--- config.mk ---
export PLATFORM = sky130hd
export DESIGN_NAME = regfile_stream_port
export DESIGN_NICKNAME = d
export VERILOG_FILES = /design/src/rtl/regfile_stream_port.sv
export SDC_FILE = /design/constraint.sdc
export NUM_CORES = 1
export LEC_CHECK = 0
export ABC_AREA = 1
export CAP_MARGIN = 10
export CELL_PAD_IN_SITES_DETAIL_PLACEMENT = 1
export CELL_PAD_IN_SITES_GLOBAL_PLACEMENT = 2
export CORE_ASPECT_RATIO = 1.75
export CORE_MARGIN = 5
export CORE_UTILIZATION = 25
export CTS_BUF_LIST = sky130_fd_sc_hd__clkbuf_8
export DETAILED_ROUTE_END_ITERATION = 6
export PLACE_DENSITY = 0.95
export SYNTH_ARGS = -nofsm -noshare
export SYNTH_HDL_FRONTEND = slang
export SYNTH_SLANG_ARGS = --single-unit
export TNS_END_PERCENT = 30
--- constraint.sdc ---
create_clock -name clk -period 3.55 [get_ports clk]
set_input_delay 0.71 -clock clk [delete_from_list [all_inputs] [get_ports clk]]
set_output_delay 0.71 -clock clk [all_outputs]
set_load 0.02 [all_outputs]
--- src/rtl/regfile_stream_port.sv ---
// Streaming front end for a multi-port register file.
// LOAD turns a valid/ready word stream into writes at consecutive indices.
// DUMP reads consecutive indices through a combinational read port and returns
// them on a registered valid/ready stream with a last flag.
module regfile_stream_port #(
    parameter int width = 1,
    parameter int n     = 1,
    parameter int size  = 1
) (
    input  logic             clk,
    input  logic             rst_n,
    input  logic             cmd_valid,
    output logic             cmd_ready,
    input  logic             cmd_op,
    input  logic [n-1:0]     cmd_base,
    input  logic [n:0]       cmd_count,
    input  logic             in_valid,
    output logic             in_ready,
    input  logic [width-1:0] in_data,
    output logic             wr_en,
    output logic [n-1:0]     wr_index,
    output logic [width-1:0] wr_data,
    output logic [n-1:0]     rd_req,
    input  logic [width-1:0] rd_resp,
    output logic             out_valid,
    input  logic             out_ready,
    output logic [width-1:0] out_data,
    output logic             out_last,
    output logic             busy,
    output logic             done
);

    typedef enum logic [1:0] {
        S_IDLE = 2'd0,
        S_LOAD = 2'd1,
        S_DUMP = 2'd2,
        S_FIN  = 2'd3
    } state_t;

    localparam logic [n-1:0] LAST_IDX = n'(size - 1);
    localparam logic [n:0]   REM_ONE  = (n + 1)'(1);

    state_t           state_q, state_d;
    logic [n-1:0]     ptr_q, ptr_d;
    logic [n:0]       rem_q, rem_d;
    logic [width-1:0] out_data_q, out_data_d;
    logic             out_valid_q, out_valid_d;
    logic             out_last_q, out_last_d;
    logic             fetch;

    // Indices at or beyond the last entry wrap to 0, so an out-of-range base
    // is used once as given and then folds back into the file.
    function automatic logic [n-1:0] next_ptr(input logic [n-1:0] p);
        return (p >= LAST_IDX) ? '0 : p + n'(1);
    endfunction

    assign cmd_ready = (state_q == S_IDLE);
    assign busy      = (state_q != S_IDLE);
    assign done      = (state_q == S_FIN);
    assign out_valid = out_valid_q;
    assign out_data  = out_data_q;
    assign out_last  = out_last_q;

    // State register, transfer pointer/count and the dump output register.
    always_ff @(posedge clk or negedge rst_n) begin
        if (!rst_n) begin
            state_q     <= S_IDLE;
            ptr_q       <= '0;
            rem_q       <= '0;
            out_data_q  <= '0;
            out_valid_q <= 1'b0;
            out_last_q  <= 1'b0;
        end else begin
            state_q     <= state_d;
            ptr_q       <= ptr_d;
            rem_q       <= rem_d;
            out_data_q  <= out_data_d;
            out_valid_q <= out_valid_d;
            out_last_q  <= out_last_d;
        end
    end

    // Next-state logic plus the combinational write/read port drive.
    always_comb begin
        state_d     = state_q;
        ptr_d       = ptr_q;
        rem_d       = rem_q;
        out_data_d  = out_data_q;
        out_valid_d = out_valid_q;
        out_last_d  = out_last_q;
        in_ready    = 1'b0;
        wr_en       = 1'b0;
        wr_index    = '0;
        wr_data     = '0;
        rd_req      = '0;
        fetch       = 1'b0;

        case (state_q)
            S_IDLE: begin
                if (cmd_valid) begin
                    ptr_d = cmd_base;
                    rem_d = cmd_count;
                    if (cmd_count == '0) begin
                        state_d = S_FIN;
                    end else if (cmd_op) begin
                        state_d = S_DUMP;
                    end else begin
                        state_d = S_LOAD;
                    end
                end
            end

            S_LOAD: begin
                // Writes go straight to the file; it commits on this edge.
                in_ready = 1'b1;
                wr_index = ptr_q;
                wr_data  = in_data;
                if (in_valid) begin
                    wr_en = 1'b1;
                    ptr_d = next_ptr(ptr_q);
                    rem_d = rem_q - REM_ONE;
                    if (rem_q == REM_ONE) begin
                        state_d = S_FIN;
                    end
                end
            end

            S_DUMP: begin
                rd_req = ptr_q;
                fetch  = (rem_q != '0) && (!out_valid_q || out_ready);
                if (fetch) begin
                    // Capture the word now so later writes to this index
                    // do not disturb a stalled output.
                    out_data_d  = rd_resp;
                    out_valid_d = 1'b1;
                    out_last_d  = (rem_q == REM_ONE);
                    ptr_d       = next_ptr(ptr_q);
                    rem_d       = rem_q - REM_ONE;
                end else if (out_valid_q && out_ready) begin
                    out_valid_d = 1'b0;
                    out_last_d  = 1'b0;
                end
                if (out_valid_q && out_ready && out_last_q) begin
                    state_d = S_FIN;
                end
            end

            S_FIN: begin
                state_d = S_IDLE;
            end

            default: begin
                state_d = S_IDLE;
            end
        endcase
    end

endmodule

# Word level (Yosys, flattened, before mapping)

Cells that the tools add are included.
Widths: inputs -> output; s select.

Register bits: 8
Word-level logic and storage cells: 58

Equal/unequal tests: 9
Multiplexer cells: 25
Magnitude comparators: 1
Reduce and logical (&&, ||, !) cells: 15
Add/sub/neg operators: 2

Operators by type and width:

| cell                | count |
|---|---|
| $mux 2              | 9 |
| $mux 1              | 13 |
| $ne 2x2->1 const B  | 5 |
| $pmux 2 s4          | 1 |
| $reduce_and 4->1    | 2 |
| $pmux 2 s3          | 1 |
| $reduce_bool 2->1   | 3 |
| $eq 2x1->1 const B  | 2 |
| $eq 2x2->1 const B  | 2 |
| $logic_not 2->1     | 2 |
| $reduce_and 2->1    | 2 |
| $logic_and 1x1->1   | 3 |
| $pmux 1 s3          | 1 |
| $reduce_bool 3->1   | 1 |
| $sub 2x1->2 const B | 1 |
| $add 1x1->1 const B | 1 |
| $ge 1x1->1 const B  | 1 |
| $logic_not 1->1     | 1 |
| $logic_or 1x1->1    | 1 |

# Depth between registers and ports, before layout

Gate-level depths: netlist (run 1).

Word-level depth: 5
Gate-level depth with buffers: 9
Mapped depth without buffers: 9

# Least setup slack after synthesis (run 1)

Ideal clock, no wire load.

Path kind: register -> output
Start: register state_q[1]
End: output wr_data
Path buffers: 0
Required time: 2840 ps
Stages on the path, launching flop included: 5
Arrival time: 1067 ps
Slack: 1773 ps
Cell sequence: dfrtp_1 -> inv_1 -> ha_1 -> nand2_1 -> inv_1

Word-level cells in the longest chain between the ends: 2

Ends and longest elaborated chain:

| item                   | RTL line | text |
|---|---|---|
| from (decl)            | 43       | `state_t state_q, state_d;` |
| from (signal assigned) | 74       | `state_q <= state_d;` |
| $eq 2x1->1             | 98       | `case (state_q)` |
| $mux 1                 | 98       |  |
| to (decl)              | 22       | `output logic [width-1:0] wr_data,` |

No other way between the ends.

# Worst setup path after layout (run 1)

Start: input in_valid
End: output wr_en

Word-level cells in the longest chain between the ends: 2

Ends and longest elaborated chain:

| item        | RTL line | text |
|---|---|---|
| from (decl) | 17       | `input logic in_valid,` |
| $mux 1      | 118      | `if (in_valid) begin` |
| $mux 1      | 98       |  |
| to (decl)   | 20       | `output logic wr_en,` |

No other way between the ends.

==> results of run 1 <==
placed cells by master (no fill, tap or decap):
cell type	count
inv_2	2
dfrtp_1	8
clkbuf_8	3
inv_1	16
or2_2	1
nand2_4	3
nand3b_1	1
o21ai_0	5
nand2_1	33
ha_1	7
o21ai_1	1
nor2_1	3
clkdlybuf4s50_1	21
nand3_1	7
nor2_4	1
through the flow:
stage | util | hold WS (ns) | area [um^2]
floorplan | - | 0.414 | 614
global placement | 0.367 | 0.456 | 856
detailed placement | 0.367 | 0.468 | 856
CTS | 0.385 | 0.478 | 897
global route | 0.385 | 0.514 | 897
finish | 0.385 | 0.471 | 897
flip-flops by register name, summed over array words and instances (netlist names):
register   flops
out_last       1
out_valid      1
out_data       1
state_q        2
ptr_q          1
rem_q          2
kinds of logic (layout without fill, tap and decap cells):
| logic type | after synthesis | after routing |
|---|---|---|
| buf+inv | 18 | 42 |
| flops | 8 | 8 |
| compound gates | 6 | 6 |
| simple gates | 49 | 49 |
| fa+ha+maj | 7 | 7 |
how the worst max path moves through the flow:
stage / endpoint / slack (ns) / cells after the start
floorplan: wr_data / 1.77 / 4
global placement: wr_en / 0.95 / 4
detailed placement: wr_en / 0.93 / 4
CTS: wr_en / 0.93 / 4
global route: wr_data / 0.88 / 5
finish: wr_en / 0.94 / 4
tightest hold or removal path: cells and delay by family, from the launching register on:
| family | cells | cell delay (ns) |
|---|---|---|
| DFF | 1 | 0.34 |
| and+or+nand+nor | 2 | 0.10 |
routing by layer:
metal	part of all wire	GRT usage	vias to the layer above
met3	0.073	0.0213	4
met1	0.34	0.0879	275
met2	0.58	0.197	24
li1	-	-	313
met5	0	0	-
met4	0.012	0.0615	0
cell type report:
class,count,area (um^2)
Timing Repair Buffer,21,210
Clock buffer,3,41.3
Tap cell,25,31.3
Fill cell,301,1430
Inverter,18,67.6
Sequential cell,8,200
Multi-Input combinational cell,62,347
where the power goes:
group | internal, uW | switching (uW)
Clock | 73.3 | 34.2
Sequential | 136 | 36.2
Combinational | 222 | 321
==> results.py, run 1 <==
metrics = {
    "outcome": {
        "status": "complete, no violations",
    },
    "synth": {
        "yosysTopAreaCell": "dfrtp_1",
        "synth-compound-area-share": 0.0489,
        "synth_nets": 106,
        "synth-edff-count": 0,
        "yosysMostFrequentCell": "nand2_1",
        "synth-warning-count": 0,
        "synth_top_family_by_area": "simple AND/OR/NAND/NOR gates",
        "synthDistinctLibCells": 13,
        "synth_area_per_cell_um2": 6.98,
        "syn_inst": 88,
        "postSynth.asyncResetShare": 1.00,
        "synth_xor_area_frac": 0,
        "synth_fa_ha_area_frac": 0.143,
        "ys_ff_latch": 8,
        "synth.area.top_cells": "dfrtp_1 (33%), nand2_1 (20%), ha_1 (14%)",
        "synth_top_area_share": 0.326,
        "synth_mux_area_frac": 0,
        "synthesis.area_um2": 614,
        "synth_ff_type": "dfrtp_1",
        "yosys-top-cells-count": "nand2_1 (33), inv_1 (16), dfrtp_1 (8)",
        "synthSimpleGateAreaFrac": 0.373,
        "yosysSeqAreaShare": 0.326,
    },
    "power": {
        "finalPower_uw": 822,
        "power_density_nw_per_um2": 916,
        "ir_worst_vdd_mv": 0.325,
        "p_leak_uw": 0.000499,
    },
    "route": {
        "firstDrtPassIters": 2,
        "vias_per_cell": 4.50,
        "vias": 616,
        "drcViolationCount": 0,
        "ant_nets": 0,
        "wire_per_inst_um": 11.6,
        "drt-initial-drc-count": 9,
        "wirelength_um": 1590,
    },
    "floorplanning": {
        "die_w_um": 47.5,
        "fp-row-count": 23,
        "dieArea_um2": 3590,
        "initial_core_util": 0.264,
        "coreArea_um2": 2330,
        "ios": 22,
        "dieHeight_um": 75.6,
    },
    "final_layout": {
        "drive_above_1_share": 0.0893,
        "n_antenna_cell": 0,
        "final_cells": 137,
        "num-nets-final": 132,
        "synthToLayoutAreaGrowth_pct": 46.0,
    },
    "clock_tree": {
        "cts.clk_slew.worst_paths_ns": 0.04,
        "cts_buffers": 3,
        "clk_path_buf_depth": 2,
        "h-tree-depth": 1,
        "hold_buffers": 0,
        "cts_resized": 0,
        "cts_sinks": 8,
        "post-cts-setup-buffers": 0,
        "cts_tree": "done",
        "root_buffer": "clkbuf_8",
        "clock_latency_ns": 0.23,
    },
    "grt": {
        "grt_start_max_net_pins": 9,
        "overflow": 0,
        "grt.total_usage": 0.102,
        "antenna_found_initial": 0,
        "grt_pass1_wl_um": 2660,
        "grt_pass1_vias": 686,
    },
    "timing": {
        "maxClockFrequency_mhz": 382,
        "fin_skew_ns": 0.00109,
        "post-route-period-util": 0.737,
        "fin_tns_setup_ns": 0,
        "slew_headroom": 0.752,
        "rsz0062_at_grt": "false",
        "slew_viol_final": 0,
        "fin_crit_ns": 2.61,
        "worst_pin_slew_ns": 0.371,
        "setup_slack_ns": 0.935,
        "setup_viol": 0,
        "timing_hold_violations_final": 0,
    },
    "hold_path": {
        "whs_path_depth": 2,
        "whs_endpoint": "rem_q[1]$_DFFE_PN0P_",
        "worstHoldPathType": "reg2reg",
        "min_from": "rem_q[1]$_DFFE_PN0P_",
    },
    "worst_setup_path": {
        "critPathRequiredTime_ns": 2.84,
        "r2r-start": "state_q[1]$_DFFE_PN0P_",
        "r2r-end": "rem_q[0]$_DFFE_PN0P_",
        "path_common_cell": "clkdlybuf4s50_1",
        "worst_setup_path_end_kind": "output port",
        "crit_type": "in2out",
        "cpPeakStageDelay_ns": 0.59,
        "worstPathArrival_ns": 1.90,
        "cp_cell_sequence": "clkdlybuf4s50_1 > nand2_1 > inv_1 > clkdlybuf4s50_1",
        "cp-startpoint": "in_valid",
        "r2r_slack_ns": 2.14,
        "crit_family": "buffers and inverters",
        "worstSetupStartpointType": "primary input",
        "rr_worst_depth": 7,
        "slowest_stage": "clkdlybuf4s50_1",
        "path_buf_inv": 3,
        "path_max_fanout": 2,
    },
    "place": {
        "place_inst": 134,
        "dp.final_hpwl_um": 1400,
        "gp_congestion": 0.796,
        "pre_cts_ws_ns": 0.929,
        "io_buffer_count": 21,
    },
    "job": {
        "max_cap_viol_count": 0,
    },
}
(Power assumes the default switching activity.)
==> inputs of run 2 (changes only) <==
--- a/config.mk
+++ b/config.mk
@@ -11,10 +11,10 @@
 export CELL_PAD_IN_SITES_GLOBAL_PLACEMENT = 2
 export CORE_ASPECT_RATIO = 1.75
 export CORE_MARGIN = 5
-export CORE_UTILIZATION = 25
+export CORE_UTILIZATION = 24
 export CTS_BUF_LIST = sky130_fd_sc_hd__clkbuf_8
 export DETAILED_ROUTE_END_ITERATION = 6
-export PLACE_DENSITY = 0.95
+export PLACE_DENSITY = 0.92
 export SYNTH_ARGS = -nofsm -noshare
 export SYNTH_HDL_FRONTEND = slang
 export SYNTH_SLANG_ARGS = --single-unit
==> constraint.sdc (replaced) <==
create_clock -name clk -period 2.5 [get_ports clk]
set_input_delay 0.5 -clock clk [delete_from_list [all_inputs] [get_ports clk]]
set_output_delay 0.5 -clock clk [all_outputs]
set_load 0.02 [all_outputs]
==> run 2 against run 1 <==
  * Hold slack gained 0.0022 ns
  * Final cell count rose by 0.73%
  * Design area increased by 0.14%
  * First-iteration DRC count shrank 44%
  * Clock skew rose by 0.0031 ns
  * Die area is 3.5% higher
  * Combinational power is 41% higher
  * Power grew 42%
==> results.py, run 2 (synthesis gave the netlist of run 1 again) <==
metrics = {
    "timing": {
        "post-route-period-util": 0.913,
        "fin_tns_setup_ns": 0,
        "hold_slack_ns": 0.473,
        "setup_viol": 0,
        "fin_skew_ns": 0.00421,
        "rsz0062_at_grt": "false",
        "slew_viol_final": 0,
        "fin_crit_ns": 2.28,
        "slew_headroom": 0.739,
        "worst_pin_slew_ns": 0.390,
        "timing_hold_violations_final": 0,
        "maxClockFrequency_mhz": 438,
        "setup_slack_ns": 0.218,
    },
    "clock_tree": {
        "cts.clk_slew.worst_paths_ns": 0.04,
        "hold_buffers": 0,
        "root_buffer": "clkbuf_8",
        "cts_sinks": 8,
        "cts_resized": 0,
        "clk_path_buf_depth": 2,
        "clock_latency_ns": 0.23,
        "h-tree-depth": 1,
        "cts_tree": "done",
        "cts_buffers": 3,
        "post-cts-setup-buffers": 0,
    },
    "worst_setup_path": {
        "r2r-end": "rem_q[0]$_DFFE_PN0P_",
        "r2r-start": "state_q[1]$_DFFE_PN0P_",
        "worst_setup_path_end_kind": "output port",
        "r2r_slack_ns": 1.10,
        "rr_worst_depth": 7,
        "cp_cell_sequence": "inv_1 > ha_1 > nand2_1 > inv_1 > clkdlybuf4s50_1",
        "worstSetupStartpointType": "register",
        "worstPathArrival_ns": 1.78,
        "path_common_cell": "inv_1",
        "crit_family": "buffers and inverters",
        "path_max_fanout": 7,
        "crit_type": "reg2out",
        "critPathRequiredTime_ns": 2.00,
        "path_buf_inv": 3,
        "cpPeakStageDelay_ns": 0.59,
        "slowest_stage": "clkdlybuf4s50_1",
    },
    "final_layout": {
        "layout_common_cells": "nand2_1 (33), clkdlybuf4s50_1 (21), inv_1 (16)",
        "num-nets-final": 132,
        "multi_input_area_um2": 347,
        "fill_cells": 316,
        "layout_commonest_cell": "nand2_1",
        "drive_above_1_share": 0.0893,
        "ff_latch_area_um2": 200,
        "final_cells": 138,
        "synthToLayoutAreaGrowth_pct": 46.2,
        "final_area_um2": 898,
        "reg_top3": "rem_q (2), state_q (2)",
        "n_antenna_cell": 0,
    },
    "grt": {
        "grt_start_max_net_pins": 9,
        "grt.total_usage": 0.100,
        "grt_pass1_vias": 649,
        "met3_usage": 0.0281,
        "antenna_found_initial": 0,
        "grt_util_met1": 0.101,
        "grt_pass1_wl_um": 2730,
        "use_met2": 0.173,
        "overflow": 0,
        "busiest_layer": "met2",
    },
    "power": {
        "seq_power_share": 0.209,
        "netSwitchingPower_uw": 555,
        "p_int_uw": 612,
        "clock_power_share": 0.134,
        "p_sw_frac": 0.476,
        "power_density_nw_per_um2": 1300,
        "p_leak_uw": 0.000499,
        "power_frac_comb": 0.657,
        "ir_worst_vdd_mv": 0.411,
    },
    "place": {
        "gp_congestion": 0.783,
        "io_buffer_count": 21,
        "pre_cts_ws_ns": 0.306,
        "placed_area_um2": 857,
        "place_inst": 135,
        "dp.final_hpwl_um": 1360,
    },
    "route": {
        "vias_per_cell": 4.49,
        "drt-initial-drc-count": 5,
        "wire_per_inst_um": 11.2,
        "wirelength_um": 1550,
        "vias": 619,
        "firstDrtPassIters": 2,
        "drcViolationCount": 0,
        "ant_nets": 0,
    },
    "outcome": {
        "status": "complete, no violations",
    },
    "floorplanning": {
        "die_w_um": 48.2,
        "dieArea_um2": 3710,
        "dieHeight_um": 76.9,
        "fp-row-count": 24,
        "initial_core_util": 0.246,
        "ios": 22,
        "coreArea_um2": 2490,
    },
    "hold_path": {
        "whs_path_depth": 2,
        "worstHoldPathType": "reg2reg",
        "whs_endpoint": "rem_q[1]$_DFFE_PN0P_",
        "min_from": "rem_q[1]$_DFFE_PN0P_",
    },
    "job": {
        "max_cap_viol_count": 0,
    },
}
-- run 2: per-layer routing --
metal	routed length [um]	share of wire
met1	547	0.35
met2	825	0.53
met3	140	0.091
met4	31	0.020
met5	0	0
-- run 2: worst max path at each step --
stage,startpoint,end,slack [ns],cells after the start
after floorplan,state_q[1]$_DFFE_PN0P_,wr_data,0.93,4
after global placement,in_valid,wr_en,0.32,4
after detailed placement,in_valid,wr_en,0.31,4
after CTS,state_q[1]$_DFFE_PN0P_,wr_data,0.19,5
after global routing,state_q[1]$_DFFE_PN0P_,wr_en,0.12,5
final,state_q[1]$_DFFE_PN0P_,wr_data,0.22,5
-- run 2: layout make-up --
| type | count | area share |
|---|---|---|
| inverters | 18 | 0.0752 |
| flip-flops and latches | 8 | 0.223 |
| repair buffers | 21 | 0.234 |
| clock buffers | 3 | 0.0460 |
| well taps | 26 | 0.0362 |
| multi-input cells | 62 | 0.386 |
-- run 2: tightest hold or removal path: stages, from the launching register on --
cell     delay, ns
dfrtp_1       0.34
nand2_1       0.06
nand2_1       0.05
-- run 2: through the flow --
step,power (uW),utilization
after floorplan,768,-
after global placement,1000,0.344
after detailed placement,1030,0.344
after CTS,1200,0.360
after global routing,1310,0.360
final,1170,0.360
-- run 2: power by group through the flow --
stage                     Sequential [uW]  Combinational (uW)  Clock (uW)
after global routing                  254                 884         172
final                                 244                 767         156
after CTS                             247                 787         162
after floorplan                       258                 510           0
after detailed placement              248                 784           0
after global placement                243                 759           0
